==> src/rtl/alu_unit_if.sv <==
// Operand/result bundle between the register-file read side and the ALU.
// The zero and carry flags exist only when ALU_FLAGS_EN is defined.
interface alu_unit_if #(
    parameter int WIDTH = 8
);
    logic               in_valid;
    logic [WIDTH-1:0]   a;
    logic [WIDTH-1:0]   b;
    logic [2:0]         alu_control;
    logic [2*WIDTH:0]   result;
    logic               out_valid;
`ifdef ALU_FLAGS_EN
    logic               zero;
    logic               carry;
`endif

`ifdef ALU_FLAGS_EN
    modport master (
        output in_valid, a, b, alu_control,
        input  result, out_valid, zero, carry
    );

    modport slave (
        input  in_valid, a, b, alu_control,
        output result, out_valid, zero, carry
    );
`else
    modport master (
        output in_valid, a, b, alu_control,
        input  result, out_valid
    );

    modport slave (
        input  in_valid, a, b, alu_control,
        output result, out_valid
    );
`endif
endinterface

==> src/rtl/alu_unit.sv <==
// Registered integer ALU: 3-bit opcode, 1-cycle latency, result 2*WIDTH+1 bits.
// Optional flags (zero, carry) are built when ALU_FLAGS_EN is defined.
module alu_unit #(
    parameter int WIDTH = 8
) (
    input  logic        clk,
    input  logic        rst,
    alu_unit_if.slave   bus
);
    localparam int RW  = 2 * WIDTH + 1;
    // Wide enough to hold a << 15 so bits shifted past the result can be seen.
    localparam int SHW = RW + 15;

    typedef enum logic [2:0] {
        OP_ADD = 3'b000,
        OP_SUB = 3'b001,
        OP_MUL = 3'b010,
        OP_AND = 3'b011,
        OP_OR  = 3'b100,
        OP_XOR = 3'b101,
        OP_SHL = 3'b110,
        OP_SHR = 3'b111
    } op_e;

    op_e            op;
    logic [RW-1:0]  ext_a;
    logic [RW-1:0]  ext_b;
    logic [RW-1:0]  sum;
    logic [RW-1:0]  diff;
    logic [RW-1:0]  prod;
    logic [SHW-1:0] shl_full;
    logic [RW-1:0]  next_result;
`ifdef ALU_FLAGS_EN
    logic           next_carry;
`endif

    assign op    = op_e'(bus.alu_control);
    assign ext_a = {{(RW-WIDTH){1'b0}}, bus.a};
    assign ext_b = {{(RW-WIDTH){1'b0}}, bus.b};

    // Datapath for every opcode; the selected value feeds the result register.
    always_comb begin
        sum         = ext_a + ext_b;
        diff        = ext_a - ext_b;
        prod        = ext_a * ext_b;
        shl_full    = {{(SHW-WIDTH){1'b0}}, bus.a} << bus.b[3:0];
        next_result = '0;
`ifdef ALU_FLAGS_EN
        next_carry  = 1'b0;
`endif
        unique case (op)
            OP_ADD: begin
                next_result = sum;
`ifdef ALU_FLAGS_EN
                next_carry  = sum[WIDTH];
`endif
            end
            OP_SUB: begin
                next_result = diff;
`ifdef ALU_FLAGS_EN
                next_carry  = (bus.a < bus.b);
`endif
            end
            OP_MUL: begin
                next_result = prod;
`ifdef ALU_FLAGS_EN
                next_carry  = |prod[RW-1:WIDTH];
`endif
            end
            OP_AND: next_result = ext_a & ext_b;
            OP_OR:  next_result = ext_a | ext_b;
            OP_XOR: next_result = ext_a ^ ext_b;
            OP_SHL: begin
                next_result = shl_full[RW-1:0];
`ifdef ALU_FLAGS_EN
                next_carry  = |shl_full[SHW-1:RW];
`endif
            end
            OP_SHR: next_result = ext_a >> bus.b[2:0];
        endcase
    end

    // Output register: reset clears, in_valid loads, otherwise result and flags hold.
    always_ff @(posedge clk) begin
        if (rst) begin
            bus.result    <= '0;
            bus.out_valid <= 1'b0;
`ifdef ALU_FLAGS_EN
            bus.zero      <= 1'b1;
            bus.carry     <= 1'b0;
`endif
        end else begin
            bus.out_valid <= bus.in_valid;
            if (bus.in_valid) begin
                bus.result <= next_result;
`ifdef ALU_FLAGS_EN
                bus.zero   <= (next_result == '0);
                bus.carry  <= next_carry;
`endif
            end
        end
    end
endmodule

==> src/flat_wrapper.sv <==
// flat-port wrapper written by rule: the top's interface ports become plain ports
module alu_unit_flat 
#(
    parameter int WIDTH = 8
)
  (clk, rst, bus_in_valid, bus_a, bus_b, bus_alu_control, bus_result, bus_out_valid);
  alu_unit_if #(.WIDTH(WIDTH)) bus_i ();
  input  logic clk;
  input  logic rst;
  input wire logic [$bits(bus_i.in_valid)-1:0] bus_in_valid;
  input wire logic [$bits(bus_i.a)-1:0] bus_a;
  input wire logic [$bits(bus_i.b)-1:0] bus_b;
  input wire logic [$bits(bus_i.alu_control)-1:0] bus_alu_control;
  output wire logic [$bits(bus_i.result)-1:0] bus_result;
  output wire logic [$bits(bus_i.out_valid)-1:0] bus_out_valid;
  assign bus_i.in_valid = bus_in_valid;
  assign bus_i.a = bus_a;
  assign bus_i.b = bus_b;
  assign bus_i.alu_control = bus_alu_control;
  assign bus_result = bus_i.result;
  assign bus_out_valid = bus_i.out_valid;
  alu_unit #(.WIDTH(WIDTH)) u_core (.clk(clk), .rst(rst), .bus(bus_i));
endmodule
==> config.mk <==
export PLATFORM = sky130hd
export DESIGN_NAME = alu_unit_flat
export DESIGN_NICKNAME = d
export VERILOG_FILES = /design/src/rtl/alu_unit_if.sv /design/src/rtl/alu_unit.sv /design/src/flat_wrapper.sv
export SDC_FILE = /design/constraint.sdc
export NUM_CORES = 1
export LEC_CHECK = 0
export CORE_MARGIN = 1.5
export CORE_UTILIZATION = 30
export CTS_CLUSTER_SIZE = 25
export DETAILED_ROUTE_END_ITERATION = 10
export PLACE_DENSITY = 0.46
export SYNTH_ARGS = -nofsm -noshare
export SYNTH_HDL_FRONTEND = slang
export SYNTH_SLANG_ARGS = --single-unit
==> constraint.sdc <==
create_clock -name clk -period 6.7 [get_ports clk]
set_clock_uncertainty 0.05 [all_clocks]
set_input_delay 1.34 -clock clk [delete_from_list [all_inputs] [get_ports clk]]
set_output_delay 1.34 -clock clk [all_outputs]
set_load 0.03 [all_outputs]
# Word-level counts from Yosys, hierarchy flattened
# Index checks and enable logic that the tools add are counted.
# totals
wordCells	19
ff_bits	18
in_bits	22
# classes
multipliers	1
n_reduce_logical	1
bitwise_logic	3
add_sub_neg	2
n_shift	2
n_eq_ne	7
muxes	1
# ops
op	n
$pmux W17 S8	1
$shl A8 B4 Y17	1
$shr A8 B3 Y17	1
$mul A8 B8 Y16	1
$eq A3 B3 Y1 const B	4
$add A8 B8 Y9	1
$sub A8 B8 Y9	1
$and A8 B8 Y8	1
$or A8 B8 Y8	1
$xor A8 B8 Y8	1
$eq A3 B2 Y1 const B	2
$eq A3 B1 Y1 const B	1
$logic_not A3 Y1	1

# Depth between registers and ports, before layout
# logic_depth
depth_word	2
depth_mapped	19

# Worst setup path before layout
# Ideal clock, no wire load.
# synth_timing
kind	input to register
start	in bus_b[2]
end	reg u_core.bus.result[15]
setup_slack_ns	0.864
setup_time_ns	0.080
t_required_ns	6.570
arrival_time_ns	5.706
n_path_buf	2
path_stages	17
cell_sequence	buf_4 > clkinv_1 > buf_1 > nor2_1 > fa_1 > fa_1 > fa_1 > inv_1 > fa_1 > inv_1 > ha_1 > and3_1 > a221oi_2 > o221ai_2 > a2111oi_2 > a31oi_1 > o211ai_1
# synth_via
elab_chain_len	2
# synth_lines
element	line_no	source
start, declared	flat_wrapper.sv:12	input wire logic [$bits(bus_i.b)-1:0] bus_b;
$mul A8 B8 Y16, or another cell as far along	alu_unit.sv:45	prod = ext_a * ext_b;
$pmux W17 S8 *	alu_unit.sv:51	unique case (op)
end signal, assigned	alu_unit.sv:95	bus.result <= next_result;
end, declared	alu_unit_if.sv:35	output result, out_valid
# Every way passes the cells marked *; elsewhere a longest branch is shown, timed or not.
# A chain may end at the register's enable or synchronous reset.

# Worst setup path after layout
# layout_timing
start	in bus_b[2]
end	reg u_core.bus.result[14]
# Same word-level chain as after synthesis.

==> summary.md <==
| Metric | Value |
|---|---|
| Maximum number of buffers from clock root to sink | `2` |
| Clock slew at the register clock pins of the worst setup and hold paths | `roughly 70 ps` |
| Net count of the finished layout | `744` |
| Antenna violations before repair | `0` |
| Data required time of the worst path | `between 6000 and 7000 ps` |
| Startpoint Class | `input pin` |
| Signed area change from the synthesized netlist to the final layout | `16.8%` |
| Power density over the cells | `193 nW/um2` |
| Post-DRT Antenna Nets | `0` |
| First-pass detailed-route iteration total | `6` |
| Leading register cell type out of synthesis | `sky130_fd_sc_hd__dfxtp_1` |
| H-tree lvl count | `1` |
| Synth async-reset ratio | `0%` |
| Half-perimeter wire length after detailed placement | `13.2 mm` |
| Number of remaining DRC errors | `0` |
| # Max-Cap Violations | `0` |
| Mean instance size in the synthesized netlist | `7.82 um2` |
| Post-synthesis cell type with the largest combined area | `sky130_fd_sc_hd__ha_1` |
| Combined area of the multi-input logic cells | `roughly 3800 um2` |
| Number of antenna repair diodes | `0` |
| Largest voltage drop on the vdd net | `0.147 mV` |
| Commonest non-fill, non-tap cell in the layout | `sky130_fd_sc_hd__nor2_1` |
| Horizontal die dimension | `126 um` |
| CP endpoint kind | `register` |
| Sequential element share of the synthesized area | `7.93%` |
| Routability Congestion | `slightly above 0.9` |
| Sequential cell area | `between 300 and 400 um2` |
| Final cycle utilization of the critical path | `93.8%` |
| Number of clock sinks seen by CTS | `18` |
| Wire length reported by the detailed router | `about 16 mm` |
| Nets in the synthesized netlist | `702` |
| Setup repair after global routing missed its margin | `no` |
| YS warnings | `0` |
| CTS tree | `yes` |
| Routed via count divided by cell count | `5.50` |
| First-pass GRT wire length | `25.7 mm` |
| Arrival @ worst endpoint | `6360 ps` |
| Clock tree root buffer cell | `sky130_fd_sc_hd__clkbuf_16` |
| Class of the most critical setup path | `in -> reg` |
| Worst rel slew slack | `32.6%` |
| Slew at the pin with the worst max-slew slack | `about 1000 ps` |
| Worst-Skew Late Latency | `between 200 and 300 ps` |
| Hold Crit Class | `reg -> reg` |
| Lkg Pwr | `2.46 nW` |
| Highest-count cells in the layout ignoring fill and taps | `79 x sky130_fd_sc_hd__nor2_1, 74 x sky130_fd_sc_hd__inv_1, 61 x sky130_fd_sc_hd__ha_1` |
| Total Neg Setup Slack | `0 ps` |
| Vias in the first global route | `4461` |
| Post-Synthesis Cell Area | `4540 um2` |
| Maximum frequency from static timing analysis | `0.159 GHz` |
| Worst-path maximum fanout | `13` |
| Total power after layout | `1.03 mW` |
| Starting DRC count in detailed routing | `379` |
| GR Util All Layers | `20.7%` |
| Number of vias in the routed layout | `4431` |
| Post-synth EDFFs | `0` |
| Startpoint of the worst hold path | `u_core.bus.result[1]` |
| Fill cell count | `between 1.5k and 2k` |
| Reg2reg start | `u_core.bus.result[10]` |
| Quantity of gates resized following cts | `0` |
| Clock buffers created by TritonCTS | `3` |
| Buffers inserted during post-CTS setup optimization | `0` |
| Post-layout minimum cycle time | `6280 ps` |
| Count of cell types in the netlist | `71` |
| Die Footprint | `around 16000 um2` |
| Total of buffers placed on input and output ports | `39` |
| Top Ports | `40` |
| Worst hold path stage count | `1` |
| Final hold vios | `0` |
| Post-synthesis sequential element count | `18` |
| Setup violators final | `0` |
| Die height | `approximately 130 um` |
| Biggest area contributors in the synthesized netlist | `sky130_fd_sc_hd__ha_1 17%, sky130_fd_sc_hd__fa_1 17%, sky130_fd_sc_hd__dfxtp_1 7.9%` |
| Wire length per cell | `around 20 um` |
| Maximum number of pins on one net before global-route repair | `36` |
| Count of hold buffers inserted by post-cts repair | `0` |
| Top-area cell type share of the netlist area | `16.8%` |
| Worst setup path startpoint | `bus_b[2]` |
| Starting density of the core | `a little under a third` |
| Result of the run | `finished, final reports clean` |
| Leftover overflow at the end of global routing | `0` |
| Core footprint | `14600 um2` |
| Gate count of the mapped netlist | `just under 600` |
| Standard-cell rows | `44` |
| Total count of max-transition violations in the final report | `0` |
| Reg2reg path depth | `4` |
| Layout cells sized above 1 | `7.56%` |
## where the power goes
group	switching, mW	leakage (nW)	internal [mW]	total (mW)
Clock	0.0500	0.0442	0.0912	0.141
Sequential	0.00573	0.148	0.117	0.123
Combinational	0.464	2.27	0.298	0.763
## logic make-up (layout without fill, tap and decap cells)
group | after synthesis | after routing | synth area share [%]
XOR/XNOR | 17 | 17 | 3.28
AO/OA/AOI/OAI | 126 | 126 | 20.0
AND/OR/NAND/NOR | 192 | 192 | 18.8
buffers and inverters | 103 | 144 | 9.15
adder cells (fa/ha/maj) | 99 | 99 | 33.6
multiplexers | 26 | 26 | 7.24
flip-flops | 18 | 18 | 7.93
## sequential cells by signal (all words and copies together) (netlist names)
signal                cells
u_core.bus.out_valid      1
u_core.bus.result        17
## final timing paths
| kind | endpoint | slack, ps |
|---|---|---|
| setup / recovery | u_core.bus.result[14] | 420 |
| hold / removal | u_core.bus.result[1] | 420 |
| setup reg to reg | u_core.bus.result[10] | 5800 |
| hold reg to reg | u_core.bus.result[1] | 420 |
## worst max-delay path, cell delays in order
cell	delay, ps
sky130_fd_sc_hd__clkdlybuf4s50_1	630
sky130_fd_sc_hd__clkinv_1	250
sky130_fd_sc_hd__buf_4	260
sky130_fd_sc_hd__nor2_1	130
sky130_fd_sc_hd__ha_1	160
sky130_fd_sc_hd__inv_1	50
sky130_fd_sc_hd__fa_1	500
sky130_fd_sc_hd__inv_1	40
sky130_fd_sc_hd__ha_1	270
sky130_fd_sc_hd__inv_1	50
sky130_fd_sc_hd__fa_1	530
sky130_fd_sc_hd__inv_1	60
sky130_fd_sc_hd__ha_1	310
sky130_fd_sc_hd__a211oi_1	490
sky130_fd_sc_hd__o21ai_0	350
sky130_fd_sc_hd__a2111oi_0	440
sky130_fd_sc_hd__nor3_1	140
sky130_fd_sc_hd__xnor2_1	220
sky130_fd_sc_hd__o2111ai_1	130
## synthesized netlist by cell type (12+ instances only)
| library cell | instances |
|---|---|
| sky130_fd_sc_hd__o21ai_0 | 16 |
| sky130_fd_sc_hd__a21oi_1 | 30 |
| sky130_fd_sc_hd__ha_1 | 61 |
| sky130_fd_sc_hd__nand3_1 | 13 |
| sky130_fd_sc_hd__clkbuf_1 | 12 |
| sky130_fd_sc_hd__fa_1 | 38 |
| sky130_fd_sc_hd__nand2_1 | 51 |
| sky130_fd_sc_hd__inv_1 | 74 |
| sky130_fd_sc_hd__dfxtp_1 | 18 |
| sky130_fd_sc_hd__xnor2_1 | 12 |
| sky130_fd_sc_hd__nor3_1 | 15 |
| sky130_fd_sc_hd__nor2_1 | 79 |
| sky130_fd_sc_hd__mux2i_1 | 16 |
## metrics by stage
| step | setup slack [ps] | hold slack (ps) | area (um2) | cells | utilization [%] |
|---|---|---|---|---|---|
| floorplan | 864 | 547 | 4540 | 581 | - |
| global placement | 358 | 407 | 5220 | 802 | 35.6 |
| detailed placement | 213 | 410 | 5220 | 802 | 35.6 |
| CTS | 449 | 423 | 5310 | 806 | 36.2 |
| global route | 164 | 446 | 5310 | 806 | 36.2 |
| finish | 418 | 419 | 5310 | 806 | 36.2 |
## routing by layer
metal  up-vias  wire length (um)  global-route usage (%)
li1       2096                 -                       -
met1      2120              7700                    31.0
met2       197              7010                    32.1
met3        18              1090                    2.51
met4         0               210                    3.45
met5         -                 0                       0
## layout make-up
class | instances | area share [%]
Clock buffer | 4 | 1.67
Inverter | 77 | 5.45
Multi-Input combinational cell | 460 | 71.0
Sequential cell | 18 | 6.79
Tap cell | 184 | 4.34
Timing Repair Buffer | 63 | 10.8
Note: power is estimated with default switching activity, not from simulation.
